==> config.mk <==
export PLATFORM = sky130hd
export DESIGN_NAME = conversor_bcd_produto
export DESIGN_NICKNAME = d
export VERILOG_FILES = /design/src/rtl/conversor_bcd_produto.sv
export SDC_FILE = /design/constraint.sdc
export NUM_CORES = 1
export LEC_CHECK = 0
export CAP_MARGIN = 5
export CORE_UTILIZATION = 40
export DETAILED_ROUTE_END_ITERATION = 8
export GPL_TIMING_DRIVEN = 0
export HOLD_SLACK_MARGIN = 0.1
export PLACE_DENSITY = 0.63
export REMOVE_ABC_BUFFERS = 1
export SLEW_MARGIN = 30
export SYNTH_ARGS = -nofsm -noshare
export SYNTH_HDL_FRONTEND = slang
export SYNTH_SLANG_ARGS = --single-unit
export TNS_END_PERCENT = 100
==> constraint.sdc <==
create_clock -name Clk -period 3.9 [get_ports Clk]
set_input_delay 0.39 -clock Clk [delete_from_list [all_inputs] [get_ports Clk]]
set_output_delay 0.39 -clock Clk [all_outputs]
set_load 0.02 [all_outputs]
==> src/rtl/conversor_bcd_produto.sv <==
// Converts the multiplier's binary product to three BCD digits with sequential
// double-dabble and drives three 7-segment displays with leading-zero blanking.
module conversor_bcd_produto #(
    parameter int LARGURA         = 8,
    parameter bit SEG_ATIVO_BAIXO = 1'b1
) (
    input  logic               Clk,
    input  logic               Reset,
    input  logic [LARGURA-1:0] Produto,
    input  logic               Done,
    output logic [3:0]         Centena,
    output logic [3:0]         Dezena,
    output logic [3:0]         Unidade,
    output logic [6:0]         Hex2,
    output logic [6:0]         Hex1,
    output logic [6:0]         Hex0,
    output logic               Pronto,
    output logic               Ocupado,
    output logic               Descartado
);

    localparam logic [6:0] SEG_INV     = SEG_ATIVO_BAIXO ? 7'h00 : 7'h7F;
    localparam logic [6:0] SEG_APAGADO = 7'h7F ^ SEG_INV;

    typedef enum logic [1:0] {OCIOSO, DESLOCA, FIM} estado_t;

    estado_t            r_estado, w_prox;
    logic               r_done_d;
    logic               w_req;
    logic               w_ocupado;
    logic [LARGURA-1:0] r_desl;
    logic [11:0]        r_bcd;
    logic [11:0]        w_bcd_aj;
    logic [3:0]         r_cont;
    logic [3:0]         r_cen, r_dez, r_uni;
    logic [6:0]         r_hex2, r_hex1, r_hex0;
    logic               r_pronto;
    logic               r_descartado;

    function automatic logic [6:0] seg7(input logic [3:0] d, input logic apaga);
        logic [6:0] s;
        if (apaga) begin
            s = 7'h7F;
        end else begin
            case (d)
                4'd0:    s = 7'h40;
                4'd1:    s = 7'h79;
                4'd2:    s = 7'h24;
                4'd3:    s = 7'h30;
                4'd4:    s = 7'h19;
                4'd5:    s = 7'h12;
                4'd6:    s = 7'h02;
                4'd7:    s = 7'h78;
                4'd8:    s = 7'h00;
                4'd9:    s = 7'h10;
                default: s = 7'h7F;
            endcase
        end
        return s ^ SEG_INV;
    endfunction

    assign w_req = Done & ~r_done_d;

    always_comb begin
        w_bcd_aj = r_bcd;
        for (int unsigned i = 0; i < 3; i++) begin
            if (r_bcd[4*i +: 4] >= 4'd5)
                w_bcd_aj[4*i +: 4] = r_bcd[4*i +: 4] + 4'd3;
        end
    end

    always_ff @(posedge Clk) begin
        if (Reset) r_estado <= OCIOSO;
        else       r_estado <= w_prox;
    end

    always_comb begin
        w_prox = r_estado;
        case (r_estado)
            OCIOSO:  if (w_req) w_prox = DESLOCA;
            DESLOCA: if (r_cont == 4'd1) w_prox = FIM;
            FIM:     w_prox = OCIOSO;
            default: w_prox = OCIOSO;
        endcase
    end

    always_comb begin
        w_ocupado = (r_estado != OCIOSO);
    end

    // FIM still counts as busy, so a request landing on the return edge is dropped
    always_ff @(posedge Clk) begin
        if (Reset) begin
            r_done_d     <= 1'b0;
            r_desl       <= '0;
            r_bcd        <= '0;
            r_cont       <= '0;
            r_cen        <= '0;
            r_dez        <= '0;
            r_uni        <= '0;
            r_hex2       <= SEG_APAGADO;
            r_hex1       <= SEG_APAGADO;
            r_hex0       <= SEG_APAGADO;
            r_pronto     <= 1'b0;
            r_descartado <= 1'b0;
        end else begin
            r_done_d     <= Done;
            r_pronto     <= 1'b0;
            r_descartado <= w_req & w_ocupado;
            case (r_estado)
                OCIOSO: begin
                    if (w_req) begin
                        r_desl <= Produto;
                        r_bcd  <= '0;
                        r_cont <= 4'(LARGURA);
                    end
                end
                DESLOCA: begin
                    r_bcd  <= {w_bcd_aj[10:0], r_desl[LARGURA-1]};
                    r_desl <= r_desl << 1;
                    r_cont <= r_cont - 4'd1;
                end
                FIM: begin
                    r_cen    <= r_bcd[11:8];
                    r_dez    <= r_bcd[7:4];
                    r_uni    <= r_bcd[3:0];
                    r_hex2   <= seg7(r_bcd[11:8], r_bcd[11:8] == 4'd0);
                    r_hex1   <= seg7(r_bcd[7:4], r_bcd[11:4] == 8'd0);
                    r_hex0   <= seg7(r_bcd[3:0], 1'b0);
                    r_pronto <= 1'b1;
                end
                default: ;
            endcase
        end
    end

    assign Centena    = r_cen;
    assign Dezena     = r_dez;
    assign Unidade    = r_uni;
    assign Hex2       = r_hex2;
    assign Hex1       = r_hex1;
    assign Hex0       = r_hex0;
    assign Pronto     = r_pronto;
    assign Ocupado    = w_ocupado;
    assign Descartado = r_descartado;

endmodule

[Yosys cells after proc, flatten, opt, wreduce, memory -nomap -nowiden]
Memories as Yosys holds them, arrays and structs flattened. A register that Yosys moved wholly into a read port is not among the register bits.
Cells that the tools add are included.
Storage, ports and cells
  bits in read-only memories: 336
  input port bits: 11
  logic and storage cells: 56
  register bits after elaboration: 55
  memories: 3
Memories
  (no name shown): words 16, width 7, rd ports 1, clocked after memory_dff 1, wr ports 0, RTL line 45  | case (d)
  (no name shown): words 16, width 7, rd ports 1, clocked after memory_dff 1, wr ports 0, RTL line 45
  (no name shown): words 16, width 7, rd ports 1, clocked after memory_dff 1, wr ports 0, RTL line 45
Operators by class
  $add $sub $neg: 4
  equality and inequality tests: 5
  order comparisons: 3
  multiplexer cells: 19
  reductions and logical operators: 7
  bitwise logic cells: 3
Operators with widths (number)
  two-way mux 4 bit: 7
  one-hot mux 12 bit (2 select lines): 1
  one-hot mux 8 bit (2 select lines): 1
  two-way mux 7 bit: 2
  greater-or-equal comparator 4 x 3 -> 1 bit (second input constant): 3
  two-way mux 12 bit: 1
  adder 4 x 2 -> 4 bit (second input constant): 2
  zero test 8 bit: 1
  two-way mux 8 bit: 1
  one-hot mux 4 bit (2 select lines): 1
  equality test 4 x 1 -> 1 bit (second input constant): 1
  zero test 4 bit: 1
  two-way mux 2 bit: 2
  != test 2 bit (second input constant): 2
  one-hot mux 2 bit (2 select lines): 1
  AND reduction 2 bit: 2
  nonzero test 2 bit: 2
  subtractor 4 x 1 -> 4 bit (second input constant): 1
  adder 3 x 2 -> 3 bit (second input constant): 1
  two-way mux 3 bit: 1
  AND 1 bit: 2
  equality test 2 x 1 -> 1 bit (second input constant): 1
  equality test 2 bit (second input constant): 1
  zero test 2 bit: 1
  2 further kinds: 2

[Logic depth before layout (Yosys ltp)]
Gate-level depths: netlist of the first run.
  depth in word-level cells: 6
  gate-level depth with buffers: 11

[Worst setup path before layout of the first run]
Ideal clock, no wire load.
  path type: register to register
  from: register r_bcd[5]
  to: register with a tool-made name
  buffers on the path: 0
  required time: 3783 ps
  data arrival time: 1944 ps
  clock period less this slack: 2061 ps
  path slack: 1839 ps
  stages on the path, launching flop included: 10
  path through: dfxtp_1 inv_1 ha_1 nand2b_1 a21o_1 xnor2_1 a22o_1 ha_1 o21ai_0 a22o_1
RTL lines
  from (decl): RTL line 32  | logic [11:0] r_bcd;
  from (signal assigned): RTL line 119  | r_bcd <= {w_bcd_aj[10:0], r_desl[LARGURA-1]};

==> summary.md, run 1 <==
| Metric | Value |
|---|---|
| Status | finished, final reports clean |
| Syn_area_per_cell | 8.53 um2 |
| Clock Path Buffers | 2 |
| Dominant synthesized flop cell | dfxtp_1 |
| EDFF count, synth | 0 |
| Setup TNS | 0 ns |
| Synth top area share | 45.4% |
| Post-synthesis sequential area ratio | 45.4% |
| H-Tree Level Count | 3 |
| F_max | 323 MHz |
| Fin. Hold Viols | 0 |
| Crit Path Category | in2reg |
| Post-Syn Area | 3350 um2 |
| Clk pin slew, worst setup/hold paths | 0.08 ns |
| Total Wirelength | 6960 um |
| Cell Int Power | 0.00116 W |
| Worst Path Arrival | 3.31 ns |
| Max-cap violations | 0 |
| # port buffers | 46 |
| Post-synthesis instance total | 393 |
| Reg power frac | 52.6% |
| Main area contributors after synthesis | dfxtp_1 (45%), nand2_1 (8.3%), ha_1 (8.2%) |
| Area leader, netlist | dfxtp_1 |
| Die width | 93.6 um |
| Number of global-route vias before repair | 2,483 |
| Via count | 2,744 |
| Post-CTS setup buffers | 0 |
| Placer Congestion | 0.816 |
| Total iterations of the first detailed-routing run | 4 |
| Worst hold path type | reg2reg |
| CTS buffer count | 9 |
| Hold_buf cts | 0 |
| RSZ-0062 raised after global routing | false |
| Clk_lat worst skew | 0.35 ns |
| Period utilization | 79.4% |
| Vias per cell | 5.07 |
| Fin nets | 464 |
| Max layer used | met4 |
| CTS tree | done |
| Worst slew pin tran | 0.980 ns |
| Final slew viol count | 0 |
| Diodes inserted | 0 |
| Total Power Consumption | 0.00153 W |
| Met3 wire length | 293 um |
| Crit. End Element | flip-flop |
| #FFs+latches synth | 76 |
| Fin worst setup slack | 0.802 ns |
| Share of cells above drive strength 1 | 8.03% |
| Largest net degree at the start of global routing | 36 |
| Met2 WL | 3130 um |
| GRT Util Overall | 17.2% |
| CP Data Required Time | 4.11 ns |
| Crit start category | primary input |
| Post-route cell area | 4110 um2 |
| Ports | 47 |
| Final setup fails | 0 |
| Area after DPL | 3900 um2 |
| Post-route DRC | 0 |
| Rel. slew slack | 34.7% |
| DPL Wire Length | 4640 um |
| Gr ovfl total | 0 |
| Clock Sinks | 76 |
| Crit path time final | 3.10 ns |
| First-pass GRT wire length | 11,800 um |
| Chip height | 93.6 um |
| Yosys warning total | 0 |
| Reg2Reg Depth | 8 |
| Synth top cells by count | dfxtp_1 (76), nand2_1 (74), nor2_1 (36), a21oi_1 (23), ha_1 (22) |
| Clock root cell | clkbuf_8 |
| Comb pwr share | 6.4% |
| Die ar. | 8750 um2 |
| Routed Antenna Nets | 0 |
| Worst hold stages | 2 |
| CP Max Fanout | 14 |
| Worst clock skew | 0.00845 ns |
| Power per cell area | 373 nW/um2 |
| Core area | 8180 um2 |
| Net Sw Power | 0.000369 W |
| Initial Util | 41.0% |
| Drt wl/cell | 12.9 um |
| Initial antenna violation count | 0 |
| Starting DRT DRC Count | 104 |
| Layout Area Growth over Synthesis | 22.5% |
| Fin Hold WS | 0.445 ns |
| Clk pwr share | 41.0% |
| Leading cell type by number of instances after synthesis | dfxtp_1 |
| PostCTS Resize Cnt | 0 |
| Netlist cell types | 47 |
| Site Rows | 33 |
| Worst vdd ir | 0.188 mV |
| FFs w/ async S/R, synth | 0% |
| Pleak | 1.62 nW |
| Metal-1 WL | 3480 um |
| Sw frac | 24.1% |
| Pre-CTS setup slack | 0.458 ns |
[metal layers]
metal / vias up / global-route usage (%)
li1: 1426 / -
met1: 1255 / 22.3
met2: 58 / 27.8
met3: 5 / 3.58
met4: 0 / 7.05
met5: - / 0
[placed cells by master (no fill, tap or decap), types with 2 or more instances in the layout]
cell | Yosys | final
a211oi_1 | 7 | 7
a21o_1 | 2 | 2
a21oi_1 | 23 | 23
a22o_1 | 6 | 6
a22oi_1 | 2 | 2
a311oi_1 | 9 | 9
a31oi_1 | 4 | 4
and2_1 | 2 | 2
clkbuf_8 | 0 | 11
clkdlybuf4s50_1 | 0 | 45
clkinv_4 | 0 | 2
dfxtp_1 | 76 | 76
ha_1 | 22 | 22
inv_1 | 20 | 20
inv_2 | 2 | 2
mux2i_1 | 2 | 2
nand2_1 | 74 | 73
nand2b_1 | 4 | 4
nand3_1 | 4 | 4
nor2_1 | 36 | 36
nor2b_1 | 3 | 2
nor3_1 | 11 | 11
nor3b_1 | 3 | 3
o211ai_1 | 3 | 3
o21ai_0 | 21 | 21
o21ai_2 | 2 | 2
o22ai_1 | 7 | 7
o2bb2ai_1 | 3 | 3
o311ai_0 | 2 | 2
or2_2 | 3 | 3
xnor2_1 | 3 | 3
xor2_1 | 2 | 2
[final cells by class]
type,count,area [um2]
Clock buffer,11,151
Clock inverter,5,60.1
Fill cell,779,4070
Inverter,22,82.6
Multi-Input combinational cell,275,1680
Sequential cell,76,1520
Tap cell,105,131
Timing Repair Buffer,47,483
[through the flow]
step	cells	util [%]
6_report	541	50.3
5_1_grt	541	50.3
4_1_cts	541	50.3
3_5_place_dp	525	47.7
3_3_place_gp	524	47.3
2_1_floorplan	373	-
[path summary, 6_finish.rpt]
kind,from,end,slack [ns]
setup / recovery,Done,flip-flop,0.80
hold / removal,flip-flop,Hex1[6],0.44
setup reg to reg,r_estado[0],flip-flop,0.81
hold reg to reg,flip-flop,Hex1[6],0.44
[worst max-delay path, cell delays in order]
cell and delay [ns]:
clkdlybuf4s50_1 0.48, nand2b_1 0.11, a21oi_1 0.80, nor2_1 0.45, a2bb2oi_2 0.40, inv_1 0.11
ha_1 0.19, nor3b_1 0.30, a311oi_1 0.08
[cells by family after synthesis]
family,share of synthesized area (%)
AO/OA/AOI/OAI,20.0
XOR/XNOR,1.31
adder cells (fa/ha/maj),8.21
buffers and inverters,4.85
flip-flops,45.4
multiplexers,0.597
AND/OR/NAND/NOR,19.7
[power by group through the flow]
stage	Combinational [W]	Sequential, W	Clock [W]
after floorplan	0.0000587	0.000823	0
after CTS	0.0000994	0.000806	0.000636
final	0.0000981	0.000806	0.000628
after detailed placement	0.0000988	0.000824	0
after global routing	0.000110	0.000808	0.000676
after global placement	0.0000970	0.000823	0
No activity file was read; power rests on OpenSTA's default activity.
==> run 2, diff against run 1 <==
clock period = 2.9 ns   (was 3.9 ns; I/O delays follow)
==> run 2 against run 1 <==
Wire length decreased by 0.68%. Die area unchanged. Combinational power increased by 35%. Clock power rose by 34%. Sequential cell count unchanged. Utilization barely moved. Critical path depth down 1. Cell area barely moved. Clock skew up 0.0011 ns. Register-to-register slack worse by 0.64 ns. Critical path type is now reg2reg.
==> summary.md, run 2 (synthesis gave the netlist of run 1 again) <==
| Metric | Value |
|---|---|
| H-Tree Level Count | 3 |
| Crit path time final | 2.73 ns |
| Worst vdd ir | 0.253 mV |
| Clk pin slew, worst setup/hold paths | 0.08 ns |
| Vias per cell | 5.07 |
| Layout Area Growth over Synthesis | 22.6% |
| F_max | 366 MHz |
| Clock Sinks | 76 |
| Post-route cell area | 4110 um2 |
| Drt wl/cell | 12.8 um |
| DPL Wire Length | 4640 um |
| # port buffers | 46 |
| Pleak | 1.62 nW |
| Post-CTS setup buffers | 0 |
| Gr ovfl total | 0 |
| Placed Cells | 525 |
| Routed Antenna Nets | 0 |
| Clock root cell | clkbuf_8 |
| Clock Path Buffers | 2 |
| Largest net degree at the start of global routing | 36 |
| Chip height | 93.6 um |
| Non-Filler Instances | 541 |
| Buf/Inv on CP | 2 |
| Power per cell area | 500 nW/um2 |
| Status | finished, final reports clean |
| Placer Congestion | 0.816 |
| Die width | 93.6 um |
| Fin. Hold Viols | 0 |
| CTS buffer count | 9 |
| Share of cells above drive strength 1 | 8.26% |
| Crit start category | flip-flop |
| Via count | 2,744 |
| Area after DPL | 3900 um2 |
| Clk_lat worst skew | 0.34 ns |
| Worst Path Arrival | 2.94 ns |
| Site Rows | 33 |
| RSZ-0062 raised after global routing | true |
| Crit. End Element | flip-flop |
| CTS tree | done |
| Diodes inserted | 0 |
| Most common cell after layout, fill and taps aside | dfxtp_1 |
| Max-cap violations | 0 |
| Period utilization | 94.1% |
| Initial Util | 41.0% |
| Worst hold path type | reg2reg |
| Crit-path cells | inv_2 -> a21oi_2 -> nor2_1 -> a2bb2oi_2 -> inv_1 -> ha_1 -> nor3b_1 -> a311oi_1 |
| Starting DRT DRC Count | 109 |
| Number of global-route vias before repair | 2,489 |
| Most frequent cells in the layout | dfxtp_1 (76), nand2_1 (73), clkdlybuf4s50_1 (45), nor2_1 (36) |
| Total Wirelength | 6910 um |
| Crit Path Category | reg2reg |
| Worst slew pin tran | 0.883 ns |
| CP Data Required Time | 3.11 ns |
| GRT Util Overall | 17.2% |
| CP peak stage delay | 0.54 ns |
| Final slew viol count | 0 |
| Initial antenna violation count | 0 |
| Post-route DRC | 0 |
| Final setup fails | 0 |
| Master of the slowest instance on the critical path | dfxtp_1 |
| Setup TNS | 0 ns |
| Ports | 47 |
| Worst clock skew | 0.00956 ns |
| Fin nets | 464 |
| Fin Hold WS | 0.445 ns |
| Core area | 8180 um2 |
| First-pass GRT wire length | 11,800 um |
| Total iterations of the first detailed-routing run | 4 |
| Rel. slew slack | 40.9% |
| Die ar. | 8750 um2 |
| CP delay by family, top | compound AO/OA/AOI/OAI gates |
| Core Util, Final | 50.3% |
| CP Max Fanout | 14 |
| FILL cells | 778 |
run 2: through the flow:
stage | setup WS, ns | power (W)
global route | -0.00260 | 0.00215
finish | 0.171 | 0.00206
detailed placement | -0.442 | 0.00124
floorplan | 0.437 | 0.00119
global placement | -1.27 | 0.00124
CTS | 0.167 | 0.00207
run 2: per-layer routing:
| layer | share of wire (%) | track usage [%] |
|---|---|---|
| met5 | 0 | 0 |
| met4 | 0.84 | 7.05 |
| met3 | 3.7 | 3.58 |
| met2 | 46 | 27.9 |
| met1 | 49 | 22.3 |
run 2: repair_timing:
item / CTS / global route
endpoints found under the setup margin: 11 / 1
gates resized for setup: 1 / 0
hold buffers: 0 / 0
gates cloned: 0 / 0
endpoints found under the hold margin: 0 / 0
pin swaps: 0 / 0
run 2: final cells by class:
cell class              instances  area [um2]  area share, %
clock buffers                  11         151           3.68
clock inverters                 5        60.1           1.46
inverters                      22        82.6           2.01
multi-input cells             275        1680           40.9
flip-flops and latches         76        1520           37.0
well taps                     105         131           3.19
repair buffers                 47         483           11.7
run 2: power breakdown:
part	leakage, nW	internal [W]	switching (W)	total, W
registers	0.616	0.00107	0.0000177	0.00108
logic	0.903	0.0000522	0.0000802	0.000132
clock network	0.106	0.000446	0.000395	0.000841
run 2: final timing paths:
check               from  slack (ns)  cells after the start   endpoint
max          r_estado[0]        0.17                      8  flip-flop
min            flip-flop        0.44                      2    Hex1[6]
max reg2reg  r_estado[0]        0.17                      8  flip-flop
min reg2reg    flip-flop        0.44                      2    Hex1[6]
run 2: worst register-to-register path, delay by kind of cell, from the launching register on:
kind / cells / cell delay, ns
adders and majority gates: 1 / 0.19
and+or+nand+nor: 2 / 0.67
buffers and inverters: 2 / 0.23
DFF: 1 / 0.54
AOI/OAI and AO/OA: 3 / 0.97
==> run 3, diff against run 2 <==
SKIP_CTS_REPAIR_TIMING = 1   (was not set)
==> run 3 against run 2 <==
Cell area did not move. Sequential share of layout area did not move. Critical path type unchanged. First-iteration DRC count fell by 1.8%. Global-route usage barely moved. Non-clock buffer count did not move. Hold slack barely moved. Utilization did not move.
==> summary.md, run 3 (synthesis gave the netlist of run 1 again) <==
| Metric | Value |
|---|---|
| Clock Sinks | 76 |
| Fin. Hold Viols | 0 |
| Crit-path cells | inv_2 -> a21oi_2 -> nor2_1 -> a22o_1 -> ha_1 -> o21ai_0 -> a22o_1 |
| Die width | 93.6 um |
| Number of global-route vias before repair | 2,483 |
| CP Max Fanout | 14 |
| Drt wl/cell | 12.8 um |
| Status | finished, final reports clean |
| RSZ-0062 raised after global routing | false |
| Die ar. | 8750 um2 |
| Total iterations of the first detailed-routing run | 4 |
| CP peak stage delay | 0.54 ns |
| Vias per cell | 5.06 |
| # port buffers | 46 |
| Rel. slew slack | 41.2% |
| Site Rows | 33 |
| Share of cells above drive strength 1 | 8.26% |
| CTS buffer count | 9 |
| Via count | 2,739 |
| Post-route DRC | 0 |
| Placer Congestion | 0.816 |
| Register cell area after layout | 1520 um2 |
| Starting DRT DRC Count | 107 |
| Crit start category | flip-flop |
| Pleak | 1.62 nW |
| Core area | 8180 um2 |
| DPL Wire Length | 4640 um |
| Final setup fails | 0 |
| Fin nets | 464 |
| Most common cell after layout, fill and taps aside | dfxtp_1 |
| Period utilization | 94.0% |
| Setup TNS | 0 ns |
| Post-route cell area | 4110 um2 |
| H-Tree Level Count | 3 |
| Chip height | 93.6 um |
| CTS tree | done |
| Worst slew pin tran | 0.879 ns |
| Crit Path Category | reg2reg |
| GRT Util Overall | 17.2% |
| Footprint of the multi-input gates | 1680 um2 |
| Worst hold path type | reg2reg |
| Diodes inserted | 0 |
| Routed Antenna Nets | 0 |
| Worst clock skew | 0.00950 ns |
| F_max | 367 MHz |
| Initial antenna violation count | 0 |
| Max-cap violations | 0 |
| Clock Path Buffers | 2 |
| CP Data Required Time | 3.14 ns |
| Crit. End Element | flip-flop |
| Clk_lat worst skew | 0.34 ns |
| Most frequent cells in the layout | dfxtp_1 (76), nand2_1 (73), clkdlybuf4s50_1 (45), nor2_1 (36) |
| Gr ovfl total | 0 |
| FILL cells | 778 |
| Power per cell area | 501 nW/um2 |
| Layout Area Growth over Synthesis | 22.6% |
| Most frequent CP cell | a22o_1 |
| Worst Path Arrival | 2.97 ns |
| Crit path time final | 2.73 ns |
| Total Wirelength | 6940 um |
| Clock root cell | clkbuf_8 |
| Worst vdd ir | 0.253 mV |
| Buf/Inv on CP | 1 |
| Largest net degree at the start of global routing | 36 |
| Final slew viol count | 0 |
| First-pass GRT wire length | 11,800 um |
| Initial Util | 41.0% |
| Area after DPL | 3900 um2 |
| Clk pin slew, worst setup/hold paths | 0.08 ns |
| CP delay by family, top | compound AO/OA/AOI/OAI gates |
| Master of the slowest instance on the critical path | dfxtp_1 |
| Ports | 47 |
[run 3: final cells by class]
class	instances	share of cell area, %
clock buffer	11	3.68
clock inverter	5	1.46
inverter	22	2.01
multi-input combinational	275	40.9
sequential	76	37.0
tap	105	3.19
timing repair buffer	47	11.7
[run 3: per-layer routing]
metal	share of wire [%]	vias to the layer above	GRT usage, %
met5	0	-	0
met4	0.84	0	7.05
met3	3.6	5	3.58
met2	45	53	27.8
met1	50	1255	22.3
li1	-	1426	-
[run 3: path summary, 6_finish.rpt]
path	start	end	slack (ns)	depth (start not counted)
worst max-delay path	r_estado[0]	flip-flop	0.17	7
worst min-delay path	flip-flop	Hex1[6]	0.44	2
worst max register to register	r_estado[0]	flip-flop	0.17	7
worst min register to register	flip-flop	Hex1[6]	0.44	2
[run 3: power breakdown]
group | internal, W | switching [W]
Clock | 0.000446 | 0.000397
Sequential | 0.00107 | 0.0000178
Combinational | 0.0000522 | 0.0000803
[run 3: worst register-to-register path, delay by kind of cell (launching register included)]
kind	cells	cell delay, ns
flip-flops	1	0.54
buffers and inverters	1	0.12
AND/OR/NAND/NOR	1	0.37
AO/OA/AOI/OAI	4	1.26
adder cells (fa/ha/maj)	1	0.34
[run 3: through the flow]
| step | power, W | setup WS [ns] | hold WS (ns) | cells | util, % |
|---|---|---|---|---|---|
| finish | 0.00206 | 0.175 | 0.445 | 541 | 50.3 |
| global route | 0.00215 | 0.00688 | 0.476 | 541 | 50.3 |
| CTS | 0.00207 | -0.185 | 0.448 | 541 | 50.3 |
| detailed placement | 0.00124 | -0.442 | 0.428 | 525 | 47.7 |
| global placement | 0.00124 | -1.27 | 0.428 | 524 | 47.3 |
| floorplan | 0.00119 | 0.437 | 0.359 | 373 | - |
